`config.mk`:
```
export PLATFORM = sky130hd
export DESIGN_NAME = mult_seq
export DESIGN_NICKNAME = d
export VERILOG_FILES = /design/src/rtl/mult_seq_pkg.sv /design/src/rtl/mult_seq_dp.sv /design/src/rtl/mult_seq.sv
export SDC_FILE = /design/constraint.sdc
export NUM_CORES = 1
export LEC_CHECK = 0
export CAP_MARGIN = 5
export CORE_MARGIN = 2
export CORE_UTILIZATION = 40
export DETAILED_ROUTE_END_ITERATION = 6
export RECOVER_POWER = 25
export SLEW_MARGIN = 20
export SYNTH_ARGS = -nofsm -noshare
export SYNTH_HDL_FRONTEND = slang
export SYNTH_HIERARCHICAL = 1
export SYNTH_SLANG_ARGS = --single-unit
```
`constraint.sdc`:
```
create_clock -name clk -period 5.1 [get_ports clk]
set_input_delay 1.275 -clock clk [delete_from_list [all_inputs] [get_ports clk]]
set_output_delay 1.275 -clock clk [all_outputs]
set_load 0.02 [all_outputs]
```
`src/rtl/mult_seq_pkg.sv`:
```
// Shared types, sizing constants and helpers for the sequential multiplier.
package mult_seq_pkg;

  typedef enum logic [1:0] {
    IDLE = 2'd0,
    RUN  = 2'd1,
    DONE = 2'd2
  } state_t;

  localparam int unsigned DEF_WIDTH = 32;
  localparam int unsigned CNT_W     = $clog2(DEF_WIDTH);

  // Widest product the negation helper handles; callers zero-extend into it
  // and truncate the result, which is exact modulo 2^(2*WIDTH).
  localparam int unsigned NEG_W = 128;

  function automatic logic [NEG_W-1:0] cond_neg(input logic [NEG_W-1:0] v,
                                                input logic             neg);
    return neg ? -v : v;
  endfunction

endpackage

```
`src/rtl/mult_seq_dp.sv`:
```
// Datapath of the shift-add multiplier: operand magnitudes, accumulator,
// one add-and-shift step per strobe, and the signed-corrected product.
// Vectors are numbered descending, so the sign bit is [WIDTH-1] and the
// multiplier bit consumed each step is [0].
module mult_seq_dp
  import mult_seq_pkg::*;
#(
  parameter int unsigned WIDTH = DEF_WIDTH
) (
  input  logic             clk,
  input  logic             reset,
  input  logic             load,
  input  logic             step,
  input  logic             finish,
  input  logic             signed_op,
  input  logic [WIDTH-1:0] a,
  input  logic [WIDTH-1:0] b,
  output logic [WIDTH-1:0] product_hi,
  output logic [WIDTH-1:0] product_lo
);

  localparam int unsigned PW = 2 * WIDTH;

  logic [WIDTH-1:0] mcand_q, mplr_q;
  logic [WIDTH-1:0] mag_a, mag_b;
  logic             neg_q;
  logic [PW-1:0]    acc_q, acc_d;
  logic [PW-1:0]    prod_q, prod_d;
  logic [WIDTH:0]   upper_sum;
  logic [PW:0]      acc_wide;

  // Operand magnitudes, the next accumulator value and the final product.
  always_comb begin
    mag_a     = (signed_op && a[WIDTH-1]) ? -a : a;
    mag_b     = (signed_op && b[WIDTH-1]) ? -b : b;
    upper_sum = {1'b0, acc_q[PW-1:WIDTH]} + (mplr_q[0] ? {1'b0, mcand_q} : '0);
    acc_wide  = {upper_sum, acc_q[WIDTH-1:0]};
    acc_d     = PW'(acc_wide >> 1);
    prod_d    = PW'(cond_neg(NEG_W'(acc_d), neg_q));
  end

  // Operand capture, iteration step and product load.
  always_ff @(posedge clk or negedge reset) begin
    if (!reset) begin
      mcand_q <= '0;
      mplr_q  <= '0;
      neg_q   <= 1'b0;
      acc_q   <= '0;
      prod_q  <= '0;
    end else begin
      if (load) begin
        mcand_q <= mag_a;
        mplr_q  <= mag_b;
        neg_q   <= signed_op & (a[WIDTH-1] ^ b[WIDTH-1]);
        acc_q   <= '0;
      end else if (step) begin
        acc_q  <= acc_d;
        mplr_q <= mplr_q >> 1;
      end
      if (finish) begin
        prod_q <= prod_d;
      end
    end
  end

  assign product_hi = prod_q[PW-1:WIDTH];
  assign product_lo = prod_q[WIDTH-1:0];

endmodule

```
`src/rtl/mult_seq.sv`:
```
// Iterative multiplier sequencer: accepts a multiply, stalls the PC for the
// issue cycle plus WIDTH iteration cycles, then flags the product for one cycle.
module mult_seq
  import mult_seq_pkg::*;
#(
  parameter int unsigned WIDTH = DEF_WIDTH
) (
  input  logic             clk,
  input  logic             reset,
  input  logic             start,
  input  logic             signed_op,
  input  logic [WIDTH-1:0] a,
  input  logic [WIDTH-1:0] b,
  output logic             stall,
  output logic             busy,
  output logic             done,
  output logic [WIDTH-1:0] product_hi,
  output logic [WIDTH-1:0] product_lo
);

  localparam int unsigned      CW       = $clog2(WIDTH);
  localparam logic [CW-1:0]    CNT_LAST = CW'(WIDTH - 1);

  state_t          state_q, state_d;
  logic [CW-1:0]   cnt_q;
  logic            load, step, finish;

  // State register.
  always_ff @(posedge clk or negedge reset) begin
    if (!reset) begin
      state_q <= IDLE;
    end else begin
      state_q <= state_d;
    end
  end

  // Next state and datapath strobes.
  always_comb begin
    state_d = state_q;
    load    = 1'b0;
    step    = 1'b0;
    finish  = 1'b0;
    case (state_q)
      IDLE: begin
        if (start) begin
          load    = 1'b1;
          state_d = RUN;
        end
      end
      RUN: begin
        step = 1'b1;
        if (cnt_q == CNT_LAST) begin
          finish  = 1'b1;
          state_d = DONE;
        end
      end
      DONE:    state_d = IDLE;
      default: state_d = IDLE;
    endcase
  end

  // Iteration counter, cleared on accept and advanced once per step.
  always_ff @(posedge clk or negedge reset) begin
    if (!reset) begin
      cnt_q <= '0;
    end else if (load) begin
      cnt_q <= '0;
    end else if (step) begin
      cnt_q <= cnt_q + CW'(1);
    end
  end

  assign stall = reset & (((state_q == IDLE) & start) | (state_q == RUN));
  assign busy  = (state_q == RUN);
  assign done  = (state_q == DONE);

  mult_seq_dp #(
    .WIDTH(WIDTH)
  ) u_dp (
    .clk       (clk),
    .reset     (reset),
    .load      (load),
    .step      (step),
    .finish    (finish),
    .signed_op (signed_op),
    .a         (a),
    .b         (b),
    .product_hi(product_hi),
    .product_lo(product_lo)
  );

endmodule

```
Yosys cells after proc, flatten, opt, wreduce, memory -nomap -nowiden:

Cells that the tools add are included.

* flip-flop bits (word level): 200
* bits in latches: 0
* bits in writable memories: 0
* memory bits (read-only): 0
* input port bits: 68
* output and inout port bits: 67
* word-level logic and storage cells: 45
* memories kept: 0

* add/subtract/negate cells: 5
* $mul: 0
* div/mod/pow operators: 0
* order comparisons: 0
* eq/ne operators: 5
* shift-type cells: 0
* mux-type cells: 18
* bitwise operators: 5
* reductions and logical operators: 5

Operators with widths (number)
* $mux 64: 3
* $mux 32: 5
* $neg 32->32: 2
* $neg 64->64: 1
* $add 32x33->33: 1
* $mux 5: 2
* $add 5x1->5 const B: 1
* $eq 5x5->1 const B: 1
* $mux 1: 5
* $mux 2: 2
* $pmux 2 s2: 1
* $and 1x1->1: 3
* $eq 2x1->1 const B: 1
* $eq 2x2->1 const B: 1
* $logic_and 1x1->1: 2
* $logic_not 2->1: 1
* $ne 2x1->1 const B: 1
* $ne 2x2->1 const B: 1
* $reduce_and 2->1: 1
* $reduce_bool 2->1: 1
* $or 1x1->1: 1
* $xor 1x1->1: 1

Depth between registers and ports, before layout:

Gate-level depths: netlist of the first run.

* word-level depth: 4
* gate-level depth with buffers: 14
* gate-level depth less buffers: 13

By module:

The synthesis of the first run kept the hierarchy.

Modules (own cells, without submodules)
* mult_seq_dp: instances 1, cells each 1375, area each 12338.1 µm², seq. area each 4804.6 µm²
* mult_seq: instances 1, cells each 31, area each 361.6 µm², seq. area each 175.2 µm²

Least setup slack after synthesis of the first run:

No wires, ideal clock.

* path kind: in2reg
* start: input port a[8]
* end: register u_dp.mcand_q[29]
* library setup time: 0.137 ns
* arrival time: 3.701 ns
* data required time: 4.963 ns
* slack: 1.263 ns
* stages: 10
* buffers on the path: 0
* path through: nor4_1 > nand2b_1 > or3_1 > or4_1 > or4_1 > nor4_1 > and2_1 > a21oi_1 > xnor2_1 > a21oi_1

* cells in the longest elaborated chain, start to end: 2

Ends and longest elaborated chain
* start, declared: RTL line mult_seq.sv:12 `input logic [WIDTH-1:0] a,`
* $neg 32->32: RTL line mult_seq_dp.sv:34 `mag_a = (signed_op && a[WIDTH-1]) ? -a : a;`
* $mux 32: RTL line mult_seq_dp.sv:34
* end signal, assigned: RTL line mult_seq_dp.sv:52 `mcand_q <= mag_a;`
* end, declared: RTL line mult_seq_dp.sv:24 `logic [WIDTH-1:0] mcand_q, mplr_q;`

Every way passes these cells.
A chain may end at the register's enable or synchronous reset.

Final worst setup path of the first run:

* start: input port reset
* end: output port stall

* cells in the longest elaborated chain, start to end: 1

Ends and longest elaborated chain
* start, declared: RTL line mult_seq.sv:9 `input logic reset,`
* $and 1x1->1: RTL line mult_seq.sv:73 `assign stall = reset & (((state_q == IDLE) & start) | (state_q == RUN));`
* end, declared: RTL line mult_seq.sv:14 `output logic stall,`

Every way passes these cells.

==> results of run 1 <==
[layout make-up]
type | count | area share, %
Multi-Input combinational cell | 1105 | 48.7
Inverter | 28 | 0.749
Sequential cell | 199 | 33.1
Clock buffer | 17 | 2.83
Tap cell | 402 | 3.35
Clock inverter | 15 | 1.25
Timing Repair Buffer | 155 | 9.98
[layout by cell type, fill, tap and decap left out, drive strengths merged, types with 19 or more instances in the layout]
cell type      netlist  final
a21oi              144    144
mux2i               93     93
clkdlybuf4s50        0    133
o21ai               81     81
o31ai               26     26
and2                45     45
nor2               201    201
dfrtp              199    199
xor2                86     86
clkbuf              57     20
xnor2               55     55
buf                 17     19
nand2               86     86
ha                  37     37
inv                 26     32
a31oi               20     20
nor3                25     25
[state kept, by name, indices dropped and copies added (netlist names)]
signal        count
u_dp/mcand_q     32
u_dp/neg_q        1
state_q           2
u_dp/mplr_q      32
u_dp/acc_q       63
cnt_q             5
u_dp/prod_q      64
[worst reg2reg max path: stages, from the launching register on]
cell and delay [ps]:
dfrtp_1 830, and2_1 250, ha_1 200, fa_1 470, or3_1 430, nor3_1 130, o21ai_1 180, o31ai_1 380
nor4b_1 540, nand4_1 280, o31ai_2 320, xnor2_1 90, mux2_4 260
[routing by layer]
metal	routed length (um)	part of all wire, %
met5	0	0
met3	1090	3.6
met2	13000	43
met4	344	1.1
met1	16100	53
[path summary, 6_finish.rpt]
| path | slack, ps | cells past startpoint | to |
|---|---|---|---|
| max | 610 | 4 | stall |
| min | 510 | 1 | cnt_q[3] |
| max reg2reg | 630 | 12 | u_dp/prod_q[62] |
| min reg2reg | 510 | 1 | cnt_q[3] |
| max in group asynchronous | 1080 | 3 | u_dp/acc_q[30] |
| min in group asynchronous | 1200 | 1 | cnt_q[0] |
[metrics by stage]
step | hold slack (ps) | utilization (%) | cells | power (W)
floorplan | 437 | - | 1406 | 0.00782
global placement | 456 | 46.0 | 1889 | 0.00976
detailed placement | 490 | 46.0 | 1889 | 0.00988
CTS | 503 | 47.9 | 1921 | 0.0114
global route | 539 | 47.9 | 1921 | 0.0123
finish | 505 | 47.9 | 1921 | 0.0113
[kinds of logic after synthesis]
group	Yosys count	share of synthesized area, %
and+or+nand+nor	471	18.5
AOI/OAI and AO/OA	354	17.5
DFF	199	39.2
xor gates and xnor gates	141	9.78
buffers and inverters	102	3.16
muxes	101	8.07
adders and majority gates	38	3.80
[power by group through the flow]
stage | registers [W] | logic, W | clock network (W)
2_1_floorplan | 0.00307 | 0.00475 | 0
3_3_place_gp | 0.00295 | 0.00681 | 0
3_5_place_dp | 0.00297 | 0.00692 | 0
4_1_cts | 0.00294 | 0.00695 | 0.00146
5_1_grt | 0.00305 | 0.00774 | 0.00153
6_report | 0.00294 | 0.00697 | 0.00143
==> impl_metrics.tcl, run 1 <==
set metrics [dict create \
    synth_top_area_cell "dfrtp_1" \
    synthFlopType "dfrtp_1" \
    fin_skew_ps 13.4 \
    start_util_pct 40.5 \
    syn_to_final_growth_pct 18.3 \
    worstSkewPairLatency_ps 430 \
    netlist_area_um2 12700 \
    rsz0062_at_grt "false" \
    fp.dieW_um 182 \
    tightest_slew_ps 1520 \
    max-cap-violations 2 \
    p_sw_share_pct 47.6 \
    hold_viol 0 \
    h-tree-depth 4 \
    portBuffers 134 \
    setup-violations-final 0 \
    drt_iter0_drc 564 \
    ir_drop_mv 0.324 \
    grt_use_met2_pct 28.4 \
    rr_startpoint "u_dp/mplr_q[0]" \
    drive_above_1_share_pct 6.91 \
    p_leak_nw 6.77 \
    critPathSlowestCell "clkbuf_1" \
    final_max_slew_viol_count 90 \
    cts_tree "yes" \
    post-route-drc-count 0 \
    antenna_found_initial 0 \
    synthTopCellsByArea "dfrtp_1, mux2i_1, xor2_1, nor2_1, a21oi_1" \
    hold_class "reg2reg" \
    cp.arrival_ps 3210 \
    multi_input_area_um2 7320 \
    cts-root-buf "clkbuf_16" \
    p_sw_w 0.00540 \
    cts_buffers 17 \
    avgRoutedWirePerCell_um 15.9 \
    path_clk_slew_ps 70 \
    wl_um 30500 \
    grt_pass1_vias 9715 \
    worstSetupStartpoint "reset" \
    gp_congestion 0.911 \
    grt_start_max_net_pins 79 \
    pin_count 135 \
    nFillCells 3024 \
    synthCells 1406 \
    dp_slack_ps 449 \
    p_int_w 0.00594 \
    regArea_um2 4980 \
    max_stage_delay_ps 1080 \
    combPwrFrac_pct 61.5 \
    fp-row-count 65 \
    antenna_left 0 \
    critical_path_buf_inv_count 3 \
    post-cts-setup-buffer-count 0 \
    synth_common_cells "dfrtp_1, nor2_1, a21oi_1" \
    nets 1612 \
    dpl.hpwl_um 22500 \
    slew_headroom_pct -1.66 \
    p_per_area_nw_per_um2 754 \
    crit_family "buffers and inverters" \
    grtUsageMet3_pct 2.04 \
    cp-start-kind "input pin" \
    critPathMaxFanout 29 \
    crit_chain "clkbuf_1, inv_1, nor2_1, clkdlybuf4s50_1" \
    violations "max-capacitance violations, max-slew violations" \
    path_class "in2out" \
    stdcell_area_um2 15000 \
    first_pass_iters 4 \
    dieArea_um2 33200 \
    synth_edf_count 0 \
    hold_start "cnt_q[3]" \
    ctsResizeCount 0 \
    cp-end-kind "primary output" \
    num_antenna_cells 0 \
    core_region_area_um2 31400 \
    synth_most_common_cell "dfrtp_1" \
    max_freq_ghz 0.223 \
    worst_slack_ps 610 \
    ys_seq_area_share_pct 39.2 \
    clkPwrFrac_pct 12.6 \
    via_count 10200 \
    synth.distinct_cells 91 \
    seq_power_share_pct 25.9 \
    required_ps 3830 \
    grt_pass1_wl_um 51000 \
    async_reset_ff_share_pct 100 \
    max-clock-path-buffers 2 \
    period_share_pct 88.0 \
    vias_per_cell 5.30 \
    min_period_ps 4490 \
    synth_nets 1512 \
    synth-seq-cells 199 \
    grt.total_usage_pct 18.7 \
    top_usage_layer "met2" \
    status "finished with violations" \
    place_area_um2 14400 \
    cts_hold_buf 0 \
    ys_warn_count 6 \
    met1_usage_pct 28.4 \
    synth_top_cell_area_share_pct 39.2 \
    fp.dieH_um 182 \
    syn_area_per_cell_um2 9.03 \
    grt_overflow 0 \
    setup-tns-final_ps 0 \
    numClockSinks 199 \
]
No activity file was read; power rests on OpenSTA's default activity.
==> run 2, diff against run 1 <==
- GPL_TIMING_DRIVEN: unset -> 1
==> results of run 2 <==
Same layout as run 1: the final DEF is identical, and so are final timing and power.
